==> src/rtl/mem_arb_pkg.sv <==
// -----------------------------------------------------------------------------
// mem_arb_pkg
// Shared types and constants for the unified memory-port arbiter.
//   arb_state_t     : arbiter FSM states (IDLE, RD_WAIT, WR_WAIT)
//   arb_owner_t     : which requester owns the in-flight access
//   WORD_ALIGN_MASK : clears the byte offset of a word address
//   addr_keep_mask  : mask of the low 'aw' address bits forwarded to memory
// Optional feature macro used by the arbiter files: MEM_ARB_ROUND_ROBIN_EN
// -----------------------------------------------------------------------------
package mem_arb_pkg;

  typedef enum logic [1:0] {
    IDLE    = 2'd0,
    RD_WAIT = 2'd1,
    WR_WAIT = 2'd2
  } arb_state_t;

  typedef enum logic {
    OWN_I = 1'b0,
    OWN_D = 1'b1
  } arb_owner_t;

  localparam logic [31:0] WORD_ALIGN_MASK = 32'hFFFF_FFFC;

  // Bit b is set when b < aw; saturates to all-ones for aw >= 32.
  function automatic logic [31:0] addr_keep_mask(input int aw);
    logic [31:0] m;
    m = '0;
    for (int b = 0; b < 32; b++) begin
      m[b] = (b < aw);
    end
    return m;
  endfunction

endpackage

==> src/rtl/mem_arb_pick.sv <==
// -----------------------------------------------------------------------------
// mem_arb_pick
// Combinational grant selection between the fetch (I) and load/store (D)
// requesters. Evaluated only meaningfully while the arbiter is IDLE; the
// parent gates the result with its state.
//
// Ports:
//   i_valid_i    in  fetch request pending
//   d_valid_i    in  data request pending
//   last_owner_i in  owner of the most recently granted access
//   grant_i_o    out I wins this cycle
//   grant_d_o    out D wins this cycle
//
// Build option MEM_ARB_ROUND_ROBIN_EN: on contention the requester that was
// NOT last_owner wins. Without it, D always beats I and last_owner_i is
// ignored.
// -----------------------------------------------------------------------------
module mem_arb_pick
  import mem_arb_pkg::*;
(
  input  logic       i_valid_i,
  input  logic       d_valid_i,
  input  arb_owner_t last_owner_i,
  output logic       grant_i_o,
  output logic       grant_d_o
);

  always_comb begin
    grant_i_o = 1'b0;
    grant_d_o = 1'b0;
`ifdef MEM_ARB_ROUND_ROBIN_EN
    if (i_valid_i && d_valid_i) begin
      // Contention: alternate away from whoever went last.
      if (last_owner_i == OWN_D) begin
        grant_i_o = 1'b1;
      end else begin
        grant_d_o = 1'b1;
      end
    end else begin
      grant_i_o = i_valid_i;
      grant_d_o = d_valid_i;
    end
`else
    grant_d_o = d_valid_i;
    grant_i_o = i_valid_i & ~d_valid_i;
`endif
  end

`ifndef MEM_ARB_ROUND_ROBIN_EN
  logic unused_last_owner;
  assign unused_last_owner = (last_owner_i == OWN_D);
`endif

endmodule

==> src/rtl/mem_port_arbiter.sv <==
// -----------------------------------------------------------------------------
// mem_port_arbiter
// Shares the single mem_* port between the instruction-fetch unit (I) and the
// load/store unit (D). At most one access is outstanding.
//
// Handshake: a requester raises *_req_valid and holds it and its fields
// stable until *_req_ready is high; ready is combinational and high only in
// the IDLE cycle in which that requester wins the grant (the accept cycle T),
// and the fields are sampled in that cycle. The response is a one-cycle
// *_rsp_valid pulse carrying *_rsp_data; there is no backpressure on it.
//
// Timing: T accept -> T+1 one-cycle mem_rstrb (read) or mem_wmask (store)
// -> completion in the first cycle >= T+2 with the relevant busy low
// (read data captured then) -> rsp_valid the following cycle, which is
// already an IDLE cycle and may accept a new request.
//
// Ports:
//   clk, rst (synchronous, active-low)
//   i_req_valid/i_req_addr/i_req_ready, i_rsp_valid/i_rsp_data   : fetch side
//   d_req_valid/d_req_addr/d_req_wdata/d_req_wmask/d_req_ready,
//   d_rsp_valid/d_rsp_data                                       : data side
//   mem_rdata/mem_rbusy/mem_wbusy (in), mem_rstrb/mem_addr/mem_wdata/
//   mem_wmask (out)                                              : memory port
//
// Parameters: ADDR_WIDTH (forwarded address bits), RESET_ADDR (mem_addr
// value in reset).
// Build option MEM_ARB_ROUND_ROBIN_EN: adds a last_owner register and
// alternates the grant under contention instead of fixed D-over-I priority.
// -----------------------------------------------------------------------------
module mem_port_arbiter
  import mem_arb_pkg::*;
#(
  parameter int          ADDR_WIDTH = 24,
  parameter logic [31:0] RESET_ADDR = 32'h0
) (
  input  logic        clk,
  input  logic        rst,
  input  logic        i_req_valid,
  input  logic [31:0] i_req_addr,
  output logic        i_req_ready,
  output logic        i_rsp_valid,
  output logic [31:0] i_rsp_data,
  input  logic        d_req_valid,
  input  logic [31:0] d_req_addr,
  input  logic [31:0] d_req_wdata,
  input  logic [3:0]  d_req_wmask,
  output logic        d_req_ready,
  output logic        d_rsp_valid,
  output logic [31:0] d_rsp_data,
  input  logic [31:0] mem_rdata,
  input  logic        mem_rbusy,
  input  logic        mem_wbusy,
  output logic        mem_rstrb,
  output logic [31:0] mem_addr,
  output logic [31:0] mem_wdata,
  output logic [3:0]  mem_wmask
);

  // Upper bits beyond ADDR_WIDTH and the byte offset are forced to zero.
  localparam logic [31:0] ADDR_MASK = addr_keep_mask(ADDR_WIDTH) & WORD_ALIGN_MASK;

  arb_state_t  state_q;
  arb_owner_t  owner_q;
  logic        fresh_q;      // high in T+1: busy is not yet meaningful
  logic        mem_rstrb_q;
  logic [31:0] mem_addr_q;
  logic [31:0] mem_wdata_q;
  logic [3:0]  mem_wmask_q;
  logic        i_rsp_valid_q;
  logic [31:0] i_rsp_data_q;
  logic        d_rsp_valid_q;
  logic [31:0] d_rsp_data_q;

  arb_owner_t  last_owner;
  logic        grant_i;
  logic        grant_d;
  logic        accept_i;
  logic        accept_d;

`ifdef MEM_ARB_ROUND_ROBIN_EN
  arb_owner_t  last_owner_q;
  assign last_owner = last_owner_q;
`else
  assign last_owner = OWN_D;
`endif

  mem_arb_pick u_pick (
    .i_valid_i    (i_req_valid),
    .d_valid_i    (d_req_valid),
    .last_owner_i (last_owner),
    .grant_i_o    (grant_i),
    .grant_d_o    (grant_d)
  );

  // Ready is suppressed while reset is asserted so nothing is accepted then.
  assign accept_d = rst && (state_q == IDLE) && grant_d;
  assign accept_i = rst && (state_q == IDLE) && grant_i;

  assign i_req_ready = accept_i;
  assign d_req_ready = accept_d;

  always_ff @(posedge clk) begin
    if (!rst) begin
      state_q       <= IDLE;
      owner_q       <= OWN_D;
      fresh_q       <= 1'b0;
      mem_rstrb_q   <= 1'b0;
      mem_addr_q    <= RESET_ADDR;
      mem_wdata_q   <= '0;
      mem_wmask_q   <= '0;
      i_rsp_valid_q <= 1'b0;
      i_rsp_data_q  <= '0;
      d_rsp_valid_q <= 1'b0;
      d_rsp_data_q  <= '0;
`ifdef MEM_ARB_ROUND_ROBIN_EN
      last_owner_q  <= OWN_D;
`endif
    end else begin
      // Strobes, masks and response pulses last a single cycle.
      fresh_q       <= 1'b0;
      mem_rstrb_q   <= 1'b0;
      mem_wmask_q   <= '0;
      i_rsp_valid_q <= 1'b0;
      d_rsp_valid_q <= 1'b0;

      unique case (state_q)
        IDLE: begin
          if (accept_d) begin
            owner_q    <= OWN_D;
            fresh_q    <= 1'b1;
            mem_addr_q <= d_req_addr & ADDR_MASK;
`ifdef MEM_ARB_ROUND_ROBIN_EN
            last_owner_q <= OWN_D;
`endif
            if (d_req_wmask != 4'b0000) begin
              mem_wmask_q <= d_req_wmask;
              mem_wdata_q <= d_req_wdata;
              state_q     <= WR_WAIT;
            end else begin
              mem_rstrb_q <= 1'b1;
              state_q     <= RD_WAIT;
            end
          end else if (accept_i) begin
            owner_q     <= OWN_I;
            fresh_q     <= 1'b1;
            mem_addr_q  <= i_req_addr & ADDR_MASK;
            mem_rstrb_q <= 1'b1;
            state_q     <= RD_WAIT;
`ifdef MEM_ARB_ROUND_ROBIN_EN
            last_owner_q <= OWN_I;
`endif
          end
        end

        RD_WAIT: begin
          if (!fresh_q && !mem_rbusy) begin
            if (owner_q == OWN_D) begin
              d_rsp_data_q  <= mem_rdata;
              d_rsp_valid_q <= 1'b1;
            end else begin
              i_rsp_data_q  <= mem_rdata;
              i_rsp_valid_q <= 1'b1;
            end
            state_q <= IDLE;
          end
        end

        WR_WAIT: begin
          if (!fresh_q && !mem_wbusy) begin
            d_rsp_data_q  <= '0;
            d_rsp_valid_q <= 1'b1;
            state_q       <= IDLE;
          end
        end

        default: state_q <= IDLE;
      endcase
    end
  end

  assign mem_rstrb   = mem_rstrb_q;
  assign mem_addr    = mem_addr_q;
  assign mem_wdata   = mem_wdata_q;
  assign mem_wmask   = mem_wmask_q;
  assign i_rsp_valid = i_rsp_valid_q;
  assign i_rsp_data  = i_rsp_data_q;
  assign d_rsp_valid = d_rsp_valid_q;
  assign d_rsp_data  = d_rsp_data_q;

endmodule
==> config.mk <==
export PLATFORM = sky130hd
export DESIGN_NAME = mem_port_arbiter
export DESIGN_NICKNAME = d
export VERILOG_FILES = /design/src/rtl/mem_arb_pkg.sv /design/src/rtl/mem_arb_pick.sv /design/src/rtl/mem_port_arbiter.sv
export SDC_FILE = /design/constraint.sdc
export NUM_CORES = 1
export LEC_CHECK = 0
export ABC_AREA = 0
export BUFFER_PORTS_ARGS = -buffer_cell sky130_fd_sc_hd__buf_2
export CORE_MARGIN = 3
export CORE_UTILIZATION = 40
export DETAILED_ROUTE_END_ITERATION = 10
export HOLD_SLACK_MARGIN = 0.12
export PLACE_DENSITY = 0.74
export SYNTH_ARGS = -nofsm -noshare
export SYNTH_HDL_FRONTEND = slang
export SYNTH_SLANG_ARGS = --single-unit
==> constraint.sdc <==
create_clock -name clk -period 2.36 [get_ports clk]
set_input_delay 0.118 -clock clk [delete_from_list [all_inputs] [get_ports clk]]
set_output_delay 0.118 -clock clk [all_outputs]
set_load 0.02 [all_outputs]
==> flow_summary.toml <==
[place]
dpl-instance-area_um2 = 6070
port_buffers = 244
place.detailed.hpwl_mm = 9.98
gp_congestion = 0.785

[yosys]
synth_area_um2 = 4850
syn_inst = 549
syn_avg_cell_area_um2 = 8.83
yosysUniqueCellTypes = 35
seq_area_frac_synth_pct = 53.3
synth_warnings = 0
netlist.area_leader.share_pct = 53.3
synth-seq-cells = 129
yosys.area.top_type = "dfxtp_1"
synth.area.top_cells = "dfxtp_1, nand2_1, a21oi_1"

[worst_setup_path]
cp-start-kind = "flip-flop"
reg2reg_depth = 7
r2r-end = "mem_addr[17]"
path_class = "flip-flop to flip-flop"
critPathRequiredTime_ns = 2.71
r2r_slack_ns = 0.17
arrival_ns = 2.54
cp-end-kind = "flip-flop"
cpLargestDelayFamily = "buffers and inverters"
max_stage_delay_ns = 0.58
crit_fanout = 44
crit_chain = "inv_1 > ha_2 > o211a_1 > buf_8 > o21ai_0 > a31oi_1 > dlygate4sd3_1"
reg2reg_from = "state_q[0]"
cp_slowest_cell = "dlygate4sd3_1"
crit_buf_inv = 3

[outcome]
outcome = "finished, final reports clean"

[cells_and_area]
syn_to_final_growth_pct = 61.7
fin_nets = 1030
final_area_um2 = 7840
register_area_um2 = 2580
drive_above_1_share_pct = 32.3
multi_input_area_um2 = 1970
final_common_cell = "buf_2"
final_cell_mix = "buf_2, dfxtp_1, dlygate4sd3_1"
nFillCells = 843

[drt]
first_pass_iters = 5
drtAntennaViolNets = 0
via_per_inst = 5.41
dr_total_vias = 5654
route.final.wire_length_mm = 17.4
drc_errors = 0
avgRoutedWirePerCell_um = 16.6
drt_iter0_markers = 469

[clocking]
clock-sinks = 129
cts_tree = "yes"
cts_buffer_depth = 2
cts_buffers = 17
clkLatencyLatePin_ns = 0.41
path_clk_slew_ns = 0.05
root_buffer = "clkbuf_16"
htree_levels = 4

[grt]
grt_antenna_before_repair = 0
grt_pass1_wl_mm = 26.8
grt_pass1_vias = 5671
overflow = 0
grt_max_degree = 68
track_usage_pct = 25.3

[worst_hold_path]
hp-class = "input port to flip-flop"
hold_start = "mem_rbusy"
min_to = "state_q[1]"
holdPathStages = 4

[sta]
fmax_mhz = 457
drv_slew = 0
holdWs_ns = 0.194
final.min_clock_period_ns = 2.19
finalSetupViolCount = 0
relSlewSlack_pct = 50.9
worstMarginPinSlew_ns = 0.736
hold_violations = 0
final.setup_skew_ns = 0.00643
fin_crit_sh_pct = 92.8
tns_ns = 0
rsz0062_at_grt = "false"

[floorplanning]
die_h_um = 116
coreArea_um2 = 11600
design.die.area_um2 = 13500
fp.dieW_um = 116
ios = 275
rows = 39
initial_core_util_pct = 41.7

[power_and_ir_drop]
p_leak_uw = 0.00362
irDropWorstVdd_v = 0.000601
power_density_nw_per_um2 = 881

[flow_run]
max-cap-violations = 0
==> through the flow <==
step           utilization (%)  power (µW)  cells  setup WS (ns)
5_1_grt                   67.5        7210   1045         0.0577
4_1_cts                   67.3        6870   1045        0.00371
2_1_floorplan                -        3550    558          0.758
3_3_place_gp              52.2        4010    896          0.604
6_report                  67.5        6910   1046          0.171
3_5_place_dp              52.2        4060    896          0.529
==> state kept, by name, summed over array words and instances, names as in the netlist <==
register,count
d_rsp_data,32
d_rsp_valid,1
fresh_q,1
i_rsp_data,32
i_rsp_valid,1
mem_addr,22
mem_rstrb,1
mem_wdata,32
mem_wmask,4
owner_q,1
state_q,2
==> area by class of cell <==
cell class | count | share of cell area, %
Antenna cell | 1 | 0.0319
Clock inverter | 11 | 1.77
Inverter | 7 | 0.335
Tap cell | 143 | 2.28
Timing Repair Buffer | 373 | 31.8
Sequential cell | 129 | 33.0
Clock buffer | 21 | 5.62
Multi-Input combinational cell | 361 | 25.2
==> metal layers <==
layer  GRT usage, %  part of all wire [%]  vias to the layer above
li1               -                     -                     2603
met1           27.5                    37                     2609
met2           43.7                    49                      384
met3           7.68                   9.3                       58
met4           14.1                   4.0                        0
met5              0                     0                        -
==> timing repair <==
item,CTS,global route
buffers inserted,0,0
resized for setup,0,6
endpoints found under the setup margin,0,17
hold buffers,117,0
hold endpoints to repair,126,0
==> worst max path at each step <==
stage,start,to,slack [ns],cells past startpoint
final,state_q[0],mem_addr[17],0.17,7
after global routing,state_q[0],mem_addr[17],0.06,7
after CTS,d_req_wmask[2],mem_wdata[21],0.004,6
after detailed placement,d_req_wmask[1],mem_wdata[5],0.53,4
after global placement,d_req_wmask[1],mem_wdata[22],0.60,4
after floorplan,state_q[0],d_rsp_data[10],0.76,6
==> power by group <==
group	total, µW	leakage [µW]	internal [µW]	switching (µW)
Sequential	2570	0.00105	2430	144
Combinational	1760	0.00229	712	1050
Clock	2570	0.000281	1650	918
Total	6910	0.00362	4790	2110
==> worst register-to-register path, cell delays in order (launching register included) <==
cell and delay [ns]:
dfxtp_1 0.32, inv_1 0.08, ha_2 0.26, o211a_1 0.22
buf_8 0.24, o21ai_0 0.18, a31oi_1 0.25, dlygate4sd3_1 0.58
==> cell usage after synthesis (all sizes together) <==
master    n
buf      35
nand3    33
a21o      1
a211oi    1
nor2      3
nor4b     2
or4b      1
nand2b    1
ha        3
dfxtp   129
o211a     1
clkbuf   26
nor4      2
o21a      2
mux2i     2
and2      4
a211o     1
clkinv    1
inv       6
a21oi    66
a32o     32
conb      1
a221o     1
a31oi    22
o21ai    56
nand2   115
or4       1
and3b     1
==> kinds of logic (layout without fill, tap and decap cells) <==
kind of cell,after synthesis,in the layout,share of synthesized area [%]
and+or+nand+nor,163,163,15.1
adders and majority gates,3,3,0.775
AOI/OAI and AO/OA,183,183,23.3
buffers and inverters,68,412,7.07
muxes,2,2,0.413
other,1,11,0.0774
DFF,129,129,53.3
(Power assumes the default switching activity.)
